[config.mk]
export PLATFORM = sky130hd
export DESIGN_NAME = serial_adder_flat
export DESIGN_NICKNAME = d
export VERILOG_FILES = /design/src/rtl/serial_adder_pkg.sv /design/src/rtl/serial_adder_if.sv /design/src/rtl/adder1.sv /design/src/rtl/serial_adder.sv /design/src/flat_wrapper.sv
export SDC_FILE = /design/constraint.sdc
export NUM_CORES = 1
export LEC_CHECK = 0
export ABC_AREA = 1
export CAP_MARGIN = 20
export CELL_PAD_IN_SITES_DETAIL_PLACEMENT = 1
export CELL_PAD_IN_SITES_GLOBAL_PLACEMENT = 1
export CORE_ASPECT_RATIO = 1.1
export CORE_MARGIN = 2
export CORE_UTILIZATION = 39
export CTS_BUF_LIST = sky130_fd_sc_hd__clkbuf_16
export DETAILED_ROUTE_END_ITERATION = 7
export PLACE_DENSITY = 0.74
export SKIP_LAST_GASP = 1
export SYNTH_ARGS = -nofsm -noshare
export SYNTH_HDL_FRONTEND = slang
export SYNTH_SLANG_ARGS = --single-unit
[constraint.sdc]
create_clock -name clk -period 1.52 [get_ports clk]
set_clock_uncertainty 0.2 [all_clocks]
set_input_delay 0.152 -clock clk [delete_from_list [all_inputs] [get_ports clk]]
set_output_delay 0.152 -clock clk [all_outputs]
set_load 0.1 [all_outputs]
[src/rtl/serial_adder_pkg.sv]
// rtl/serial_adder_pkg.sv - shared state encoding and limits for serial_adder
package serial_adder_pkg;

  typedef logic [1:0] state_t;

  localparam state_t ST_IDLE = 2'd0;
  localparam state_t ST_ADD  = 2'd1;
  localparam state_t ST_DONE = 2'd2;

  localparam int MAX_WIDTH = 32;

endpackage

[src/rtl/serial_adder_if.sv]
// rtl/serial_adder_if.sv - request/result bundle between a client and serial_adder
interface serial_adder_if #(
  parameter int WIDTH = 8
);
  logic             start;
  logic [WIDTH-1:0] a;
  logic [WIDTH-1:0] b;
  logic             busy;
  logic             done;
  logic [WIDTH-1:0] sum;
  logic             cout;

  modport master (
    output start, a, b,
    input  busy, done, sum, cout
  );

  modport slave (
    input  start, a, b,
    output busy, done, sum, cout
  );
endinterface

[src/rtl/adder1.sv]
// rtl/adder1.sv - one-bit combinational full adder
module adder1 (
  input  logic a,
  input  logic b,
  input  logic cin,
  output logic sum,
  output logic cout
);

  assign sum  = a ^ b ^ cin;
  assign cout = (a & b) | (a & cin) | (b & cin);

endmodule

[src/rtl/serial_adder.sv]
// rtl/serial_adder.sv - bit-serial WIDTH-bit adder sequencing adder1 LSB first
module serial_adder
  import serial_adder_pkg::*;
#(
  parameter int WIDTH = 8
) (
  input  logic           clk,
  input  logic           rst_n,
  serial_adder_if.slave  bus
);

  localparam int CW = $clog2(WIDTH) + 1;

  generate
    if (WIDTH < 1 || WIDTH > MAX_WIDTH) begin : g_bad_width
      $error("serial_adder: WIDTH out of range");
    end
  endgenerate

  state_t           state;
  state_t           state_nx;
  logic [WIDTH-1:0] sh_a;
  logic [WIDTH-1:0] sh_b;
  logic             carry;
  logic [CW-1:0]    cnt;
  logic             bit_sum;
  logic             bit_cout;
  logic             last;
  logic [WIDTH-1:0] res_nx;
  logic             accept;

  assign accept = (state == ST_IDLE) && bus.start;
  assign last   = (cnt == CW'(WIDTH - 1));

  adder1 u_adder1 (
    .a    (sh_a[0]),
    .b    (sh_b[0]),
    .cin  (carry),
    .sum  (bit_sum),
    .cout (bit_cout)
  );

  // The result shifter only needs the upper WIDTH-1 bits; the newest bit comes straight from adder1.
  generate
    if (WIDTH == 1) begin : g_w1
      assign res_nx = bit_sum;
    end else begin : g_wn
      logic [WIDTH-2:0] sh_s;

      always_ff @(posedge clk or negedge rst_n) begin
        if (!rst_n) begin
          sh_s <= '0;
        end else if (state == ST_ADD) begin
          sh_s <= res_nx[WIDTH-1:1];
        end
      end

      assign res_nx = {bit_sum, sh_s};
    end
  endgenerate

  always_ff @(posedge clk or negedge rst_n) begin
    if (!rst_n) begin
      state <= ST_IDLE;
    end else begin
      state <= state_nx;
    end
  end

  always_comb begin
    state_nx = state;
    case (state)
      ST_IDLE: if (bus.start) state_nx = ST_ADD;
      ST_ADD:  if (last) state_nx = ST_DONE;
      ST_DONE: state_nx = ST_IDLE;
      default: state_nx = ST_IDLE;
    endcase
  end

  always_comb begin
    bus.busy = (state == ST_ADD);
    bus.done = (state == ST_DONE);
  end

  always_ff @(posedge clk or negedge rst_n) begin
    if (!rst_n) begin
      sh_a     <= '0;
      sh_b     <= '0;
      carry    <= 1'b0;
      cnt      <= '0;
      bus.sum  <= '0;
      bus.cout <= 1'b0;
    end else if (accept) begin
      sh_a  <= bus.a;
      sh_b  <= bus.b;
      carry <= 1'b0;
      cnt   <= '0;
    end else if (state == ST_ADD) begin
      sh_a  <= sh_a >> 1;
      sh_b  <= sh_b >> 1;
      carry <= bit_cout;
      cnt   <= cnt + CW'(1);
      // Outputs update only on the final bit so no partial sum is ever visible.
      if (last) begin
        bus.sum  <= res_nx;
        bus.cout <= bit_cout;
      end
    end
  end

endmodule
[src/flat_wrapper.sv]
// flat-port wrapper written by rule: the top's interface ports become plain ports
module serial_adder_flat import serial_adder_pkg::*;
#(
  parameter int WIDTH = 8
)
  (clk, rst_n, bus_start, bus_a, bus_b, bus_busy, bus_done, bus_sum, bus_cout);
  serial_adder_if #(.WIDTH(WIDTH)) bus_i ();
  input  logic clk;
  input  logic rst_n;
  input wire logic [$bits(bus_i.start)-1:0] bus_start;
  input wire logic [$bits(bus_i.a)-1:0] bus_a;
  input wire logic [$bits(bus_i.b)-1:0] bus_b;
  output wire logic [$bits(bus_i.busy)-1:0] bus_busy;
  output wire logic [$bits(bus_i.done)-1:0] bus_done;
  output wire logic [$bits(bus_i.sum)-1:0] bus_sum;
  output wire logic [$bits(bus_i.cout)-1:0] bus_cout;
  assign bus_i.start = bus_start;
  assign bus_i.a = bus_a;
  assign bus_i.b = bus_b;
  assign bus_busy = bus_i.busy;
  assign bus_done = bus_i.done;
  assign bus_sum = bus_i.sum;
  assign bus_cout = bus_i.cout;
  serial_adder #(.WIDTH(WIDTH)) u_core (.clk(clk), .rst_n(rst_n), .bus(bus_i));
endmodule
# Word level (Yosys, flattened, before mapping)

Index checks and enable logic that the tools add are counted.

Memory bits (writable): 0
Bits in latches: 0
ROM bits: 0
Memories kept: 0
Register bits: 39
Logic and storage cells: 38
Output and inout port bits: 11
Bits of input ports: 19

Shift operators: 0
Multiplexer cells: 11
Add/sub/neg operators: 1
Multiply operators: 0
Reduce and logical (&&, ||, !) cells: 5
Order comparisons: 0
Eq/ne operators: 5
Div/mod/pow operators: 0
Bitwise logic cells: 8

Operator list:

| operator            | number |
|---|---|
| $mux 8              | 4 |
| $mux 4              | 2 |
| $add 4x1->4 const B | 1 |
| $eq 4x3->1 const B  | 1 |
| $mux 2              | 2 |
| $pmux 2 s2          | 1 |
| $and 1x1->1         | 3 |
| $reduce_and 3->1    | 1 |
| $eq 2x1->1 const B  | 1 |
| $eq 2x2->1 const B  | 1 |
| $logic_not 2->1     | 1 |
| $mux 1              | 2 |
| $ne 2x1->1 const B  | 1 |
| $ne 2x2->1 const B  | 1 |
| $or 1x1->1          | 2 |
| $reduce_and 2->1    | 1 |
| $reduce_bool 2->1   | 1 |
| $xor 1x1->1         | 2 |
| $logic_and 1x1->1   | 1 |
| $not 1->1           | 1 |

# Logic depth before layout (Yosys ltp)

Gate-level depths: netlist of run 1.

Word-level depth: 5
Depth in mapped cells: 8
Depth with buffers taken out: 7

# Cells and area by module

From an unflattened synthesis of run 1, not the netlist that was laid out.

Cell total of the unflattened synthesis: 181
Area, all modules: 1610.3 um^2

Modules (own cells, without submodules):

| module       | cells an instance | times used | area each (um^2) | seq. area each (um^2) |
|---|---|---|---|---|
| serial_adder | 180               | 1          | 1590.3           | 975.9 |
| adder1       | 1                 | 1          | 20.0             | 0.0 |

# Worst setup path after synthesis of run 1

OpenSTA, ideal clock, no wires.

Path type: flip-flop to output port
Start point: register u_core.state[0]
End point: output port bus_done
Stages on the path, launching flop included: 2
Slack: -0.511 ns
Required time: 1.168 ns
Arrival: 1.679 ns
Buffers on the path: 0
Cells stage by stage: dfrtp_1 > nor2_1

Word-level cells in the longest chain between the ends: 1

Ends and longest elaborated chain:

| what                   | RTL line           | source |
|---|---|---|
| start, declared        | serial_adder.sv:20 | `state_t state;` |
| start signal, assigned | serial_adder.sv:66 | `state <= state_nx;` |
| $eq 2x2->1             | serial_adder.sv:82 | `bus.done = (state == ST_DONE);` |
| end, declared          | flat_wrapper.sv:14 | `output wire logic [$bits(bus_i.done)-1:0] bus_done;` |

No other way between the ends.

# Worst setup path in the final report of run 1

Start point: register u_core.state[1]
End point: output port bus_done

Same word-level chain as after synthesis.

==> run metrics, run 1 <==
FF-to-FF Start=u_core.cnt[0]$_DFFE_PN0P_; nets=242; largest family of logic cells by synthesized area=simple AND/OR/NAND/NOR gates; most numerous cell in the Yosys netlist=nand2_1; Max VDD drop=1230 uV; clock period minus worst slack=1.47 ns; total gr overflow=0; r2r endpoint=u_core.bus.sum[0]$_DFFE_PN0P_; distinct cell type count after synthesis=18; DRT Pass-1 Iters=4; antenna violations before repair=0; post-DP HPWL=2950 um; FILL cells=483; Worst Path Buf+Inv=3; CP max stage delay=0.37 ns; Worst Path Max Fanout=2; Arr. time, crit path=1.12 ns; # rows=25; Die Span Y=73.3 um; critical path's slowest cell=dfrtp_1; unrepaired setup endpoints after global routing=false; Hold Path Class=in -> async; Worst R2R Path Depth=7; drt drc=0; Setup TNS Final=0 ns; largest net degree at the start of global routing=26; CP Depth=4; Syn. warnings=0; async set-reset flop share out of synthesis=100%; synthesized area=1700 um^2; final antenna-violating net count=0; die footprint=4910 um^2; WS Path Type=reg -> out; CTS H-tree depth=2; PnR Total Power=0.00539 W; vias per inst=5.07; top post-synthesis cells by count=nand2_1, dfrtp_1, nand3_1, inv_1, o21ai_0; Initial Util=40.1%; GRT Util Overall=19.0%; cells after synthesis=187; post-synthesis mux area share=0%; core area=4250 um^2; Crit. End Element=output pin; Final Wtd Congestion=0.729; Final Cycle Share=96.7%; worst-path cell chain=inv_2 -> buf_4 -> nor2_4 -> buf_12; routed length per instance=14.9 um; # diodes=0; Synth Area in Adders=1.91%; vias in the first global route=1542; CP required=1.17 ns; post-route setup slack=0.0495 ns; DR iter-0 viols=68; post-synthesis simple-gate area fraction=27.6%; critical path startpoint=u_core.state[1]$_DFFE_PN0P_; PwrDens=2300 nW/um^2; P_leak=1.11 nW; Reg2Reg Setup Slack=0.10 ns; Synth Area in XOR/XNOR=0%; CTS tree=built; top cell type's share of synthesized area=57.3%; Worst setup SP type=flop; top cells by area, synth=dfrtp_1, nand2_1, nand3_1, o21ai_2, o21ai_0; I/O Buffers=29; Yosys reg bits=39; die width=67.0 um; syn avg cell area=9.11 um^2; Max clock buf depth=2; clk_lat worst skew=0.27 ns; share of cells above drive strength 1=19.0%; setup violators final=0; cts bufs inserted=5; post-synthesis compound-gate area fraction=6.53%; WL final=4100 um; clock-pin slew of the registers on the worst-case setup and hold paths=0.06 ns; Setup crit end=bus_done; run status=completed; number of max-cap violations=0; Synth-to-Final Area Change=37.5%; Clock Sinks=39; Hold WS=0.150 ns; Top FF cell, synth=dfrtp_1; Mapped Nets=208; total number of vias=1393; largest delay contributor family on the critical path=buffers and inverters; # IOs=30; Post-synth EDFFs=0; first-pass GRT wire length=6980 um; sequential-to-total area share from yosys stat=57.3%; Root Driver=clkbuf_16; Max Slew Vio Count=0; area leader, netlist=dfrtp_1; Slew @ Worst Pin=0.421 ns; relative slew slack=71.9%; endpoints failing hold=0; Peak Freq=680 MHz; DP Worst Slack=-0.0192 ns
==> per-stage QoR <==
stage	instances	util [%]	instance area (um^2)
finish	275	55.1	2340
global route	275	55.1	2340
CTS	275	54.9	2340
detailed placement	266	51.1	2170
global placement	266	51.1	2170
floorplan	187	-	1710
==> worst min-delay path by stage <==
stage,end,slack (ns)
floorplan,u_core.bus.cout$_DFFE_PN0P_,-0.34
global placement,u_core.g_wn.sh_s[2]$_DFFE_PN0P_,-0.11
detailed placement,u_core.g_wn.sh_s[2]$_DFFE_PN0P_,-0.09
CTS,u_core.bus.sum[4]$_DFFE_PN0P_,0.16
global route,u_core.bus.sum[4]$_DFFE_PN0P_,0.20
finish,u_core.sh_b[5]$_DFFE_PN0P_,0.15
==> registers in the layout, indices dropped and copies added, names as in the netlist <==
register / count
u_core.bus.cout: 1
u_core.bus.sum: 8
u_core.carry: 1
u_core.cnt: 4
u_core.g_wn.sh_s: 7
u_core.sh_a: 8
u_core.sh_b: 8
u_core.state: 2
==> area by class of cell <==
| class | count | area (um^2) | share of cell area [%] |
|---|---|---|---|
| well taps | 54 | 67.6 | 2.88 |
| flip-flops and latches | 39 | 977 | 41.7 |
| inverters | 13 | 56.3 | 2.40 |
| multi-input cells | 126 | 633 | 27.0 |
| clock inverters | 2 | 8.76 | 0.374 |
| clock buffers | 5 | 125 | 5.34 |
| repair buffers | 36 | 475 | 20.3 |
==> cells in the final DEF, fill, tap and decap left out <==
| master | instances |
|---|---|
| nand2_1 | 64 |
| clkinv_1 | 1 |
| ha_2 | 1 |
| nand2_4 | 1 |
| inv_2 | 3 |
| buf_4 | 4 |
| nand2_2 | 1 |
| clkdlybuf4s50_1 | 17 |
| buf_12 | 13 |
| dfrtp_1 | 38 |
| dfrtp_2 | 1 |
| clkinv_2 | 1 |
| nand2_8 | 1 |
| clkbuf_16 | 5 |
| o21ai_2 | 7 |
| nor2_1 | 3 |
| nor2_4 | 2 |
| fa_1 | 1 |
| inv_8 | 1 |
| o21ai_0 | 8 |
| dlygate4sd3_1 | 1 |
| nand3_1 | 35 |
| inv_1 | 9 |
| o21ai_1 | 2 |
| buf_2 | 1 |
==> repair_timing <==
action / 4_1_cts / 5_1_grt
gates resized for setup: 2 / 5
hold buffers: 1 / 0
endpoints found under the hold margin: 39 / 0
setup buffers: 1 / 0
endpoints found under the setup margin: 3 / 4
==> worst register-to-register path, cell delays in order (launching register included) <==
cell     delay (ns)
dfrtp_1        0.39
ha_2           0.21
nand2_2        0.08
nor2_4         0.15
nand2_8        0.13
inv_2          0.10
nand2_1        0.06
nand2_1        0.06
==> cells by family after synthesis <==
group / count (synthesis)
buf+inv: 22
simple gates: 107
flops: 39
compound gates: 17
fa+ha+maj: 2
==> power breakdown <==
group          total [W]  internal (W)  switching, W
Clock           0.000959      0.000589      0.000370
Sequential       0.00181       0.00147      0.000345
Combinational    0.00262      0.000916       0.00171
Total            0.00539       0.00297       0.00242
==> per-layer routing <==
metal / vias up / global-route usage, % / wire [um] / share of wire [%]
met5: - / 0 / 0 / 0
met4: 0 / 6.58 / 19 / 0.46
met3: 2 / 3.37 / 140 / 3.4
met2: 25 / 35.0 / 2280 / 56
met1: 702 / 21.8 / 1660 / 40
li1: 664 / - / - / -
Note: power is estimated with default switching activity, not from simulation.
==> run 2: changes to the inputs <==
--- a/config.mk
+++ b/config.mk
@@ -14,7 +14,7 @@
 export CORE_UTILIZATION = 39
 export CTS_BUF_LIST = sky130_fd_sc_hd__clkbuf_16
 export DETAILED_ROUTE_END_ITERATION = 7
-export PLACE_DENSITY = 0.74
+export PLACE_DENSITY = 0.8
 export SKIP_LAST_GASP = 1
 export SYNTH_ARGS = -nofsm -noshare
 export SYNTH_HDL_FRONTEND = slang
==> run 2 against run 1 <==
Compared with the run above:
- clock-buffer cell count unchanged
- critical endpoint is now bus_busy
- combinational power rose by 7%
- largest cell class unchanged
- via count grew 1.9%
- die area unchanged
- setup slack got worse by 0.025 ns
- sequential share of layout area is 0.75 points lower
- critical path type unchanged
==> run metrics, run 2 (synthesis results as in run 1) <==
Max VDD drop=1430 uV (+17%); FILL cells=494 (+2.3%); CTS H-tree depth=2 (unchanged); CP max stage delay=0.44 ns (+0.07 ns); cts bufs inserted=5 (unchanged); # diodes=0 (unchanged); Clock Sinks=39 (unchanged); run status=completed; Sw Ratio=45.2% (+0.30 points); DR iter-0 viols=48 (-29%); DRT Pass-1 Iters=4 (unchanged); WS Path Type=reg -> out; leading cell type in the layout, fill and taps excluded=nand2_1; unrepaired setup endpoints after global routing=true; Max clock buf depth=2 (unchanged); total number of vias=1420 (+1.9%); Reg2Reg Setup Slack=0.08 ns (-0.02 ns); Slew @ Worst Pin=0.503 ns (+0.0817 ns); drt drc=0 (unchanged); vias per inst=5.05 (-0.24%); Arr. time, crit path=1.14 ns (+0.02 ns); Hold Path Class=in -> reg; Synth-to-Final Area Change=39.9%; relative slew slack=66.5% (-5.4 points); die footprint=4910 um^2 (unchanged); Max Slew Vio Count=0 (unchanged); critical path's slowest cell=dfrtp_1; Final Cycle Share=98.4% (+1.6 points); sequential share of power=32.5% (-1.1 points); setup violators final=0 (unchanged); Final Wtd Congestion=0.761 (+4.3%); PwrDens=2350 nW/um^2 (+2.0%); Hold WS=0.208 ns (+0.0587 ns); commonest cells after routing, fill and taps aside=nand2_1, dfrtp_1, nand3_1; Reg area=976 um^2 (-0.13%); share of cells above drive strength 1=19.8% (+0.82 points); die width=67.0 um (unchanged); nets=247 (+2.1%); Peak Freq=669 MHz (-1.7%); cell count after placement=266 (unchanged); vias in the first global route=1426 (-7.5%); Cell Int Power=0.00307 W (+3.2%); antenna violations before repair=0 (unchanged); CP required=1.17 ns (about the same); r2r endpoint=u_core.bus.cout$_DFFE_PN0P_; fin cells=281 (+2.2%); first-pass GRT wire length=6640 um (-4.7%); Worst Path Max Fanout=5 (+3); FF-to-FF Start=u_core.cnt[0]$_DFFE_PN0P_; area of the multi-input gates=633 um^2 (unchanged); total gr overflow=0 (unchanged); final antenna-violating net count=0 (unchanged); largest registers=u_core.bus.sum: 8 flops, u_core.sh_a: 8 flops, u_core.sh_b: 8 flops; Worst R2R Path Depth=7 (unchanged); core area=4250 um^2 (unchanged); WL final=4240 um (+3.5%); Worst Hold End=u_core.sh_b[7]$_DFFE_PN0P_; Worst setup SP type=flop; I/O Buffers=29 (unchanged); largest net degree at the start of global routing=40 (+54%); Die Span Y=73.3 um (unchanged); # rows=25 (unchanged); P_leak=1.14 nW (+2.3%); endpoints failing hold=0 (unchanged); number of max-cap violations=0 (unchanged); Root Driver=clkbuf_16; WHS Path Cells=3; clock-pin slew of the registers on the worst-case setup and hold paths=0.06 ns (about the same); GRT Util Overall=18.4% (-0.58 points); Sw Pwr=0.00253 W (+4.4%); combinational fraction of design power=50.0% (+1.4 points); clock period minus worst slack=1.50 ns (+0.0249 ns); routed length per instance=15.1 um (+1.3%); clock power share=17.5% (-0.3 points); CTS tree=built; worst-path cell chain=nand2_4 -> clkinv_8 -> buf_16; post-DP HPWL=2680 um (-8.9%); Crit. End Element=output pin; Hold Crit Start=bus_b[7]; Initial Util=40.1% (unchanged); clk_lat worst skew=0.28 ns (about the same); # IOs=30 (unchanged)
## run 2: area by class of cell
class / count / share of cell area [%]
Clock inverter: 3 / 0.472
Clock buffer: 5 / 5.25
Sequential cell: 39 / 40.9
Timing Repair inverter: 1 / 0.367
Timing Repair Buffer: 40 / 21.0
Tap cell: 54 / 2.83
Inverter: 13 / 2.57
Multi-Input combinational cell: 126 / 26.6
## run 2: worst max path at each step
stage	from	endpoint	slack [ns]	depth (start not counted)
detailed placement	u_core.cnt[0]$_DFFE_PN0P_	u_core.bus.cout$_DFFE_PN0P_	-0.0001	7
global placement	u_core.sh_a[0]$_DFFE_PN0P_	u_core.g_wn.sh_s[6]$_DFFE_PN0P_	0.08	3
finish	u_core.state[0]$_DFFE_PN0P_	bus_busy	0.02	3
CTS	u_core.state[1]$_DFFE_PN0P_	bus_busy	-0.02	4
floorplan	u_core.bus.sum[1]$_DFFE_PN0P_	u_core.bus.sum[1]$_DFFE_PN0P_	0.13	2
global route	u_core.state[1]$_DFFE_PN0P_	u_core.sh_b[1]$_DFFE_PN0P_	-0.02	6
## run 2: routing by layer
layer	share of wire, %	routed length [um]	vias to the layer above	global-route usage (%)
li1	-	-	674	-
met1	43	1810	716	22.5
met2	53	2240	21	30.8
met3	2.3	96	9	3.06
met4	2.2	94	0	9.98
met5	0	0	-	0
## run 2: timing repair
| action | in CTS | in global routing |
|---|---|---|
| resized for setup | 2 | 6 |
| endpoints found under the setup margin | 2 | 5 |
| pin swaps | 0 | 2 |
| hold buffers | 1 | 0 |
| hold endpoints to repair | 39 | 0 |
| buffers inserted | 0 | 5 |
| cloned | 0 | 1 |
## run 2: power by group through the flow
stage | sequential, W | clock, W | combinational [W]
4_1_cts | 0.00182 | 0.000983 | 0.00262
3_5_place_dp | 0.00183 | 0 | 0.00258
3_3_place_gp | 0.00179 | 0 | 0.00251
2_1_floorplan | 0.00239 | 0 | 0.00109
5_1_grt | 0.00187 | 0.00102 | 0.00301
6_report | 0.00182 | 0.000977 | 0.00280
## run 2: stage by stage
| step | util [%] | power (W) | worst slack [ns] | cell area, um^2 | TNS [ns] |
|---|---|---|---|---|---|
| floorplan | - | 0.00348 | 0.130 | 1710 | 0 |
| global placement | 50.8 | 0.00431 | 0.0757 | 2160 | 0 |
| CTS | 54.5 | 0.00542 | -0.0205 | 2320 | -0.0205 |
| detailed placement | 50.8 | 0.00441 | -0.000101 | 2160 | -0.000101 |
| global route | 56.0 | 0.00591 | -0.0164 | 2380 | -0.0375 |
| finish | 56.0 | 0.00559 | 0.0246 | 2380 | 0 |
## run 2: critical path: cells and delay by family (launching register included)
family	cells	cell delay (ns)
simple gates	1	0.15
flops	1	0.44
buf+inv	2	0.26
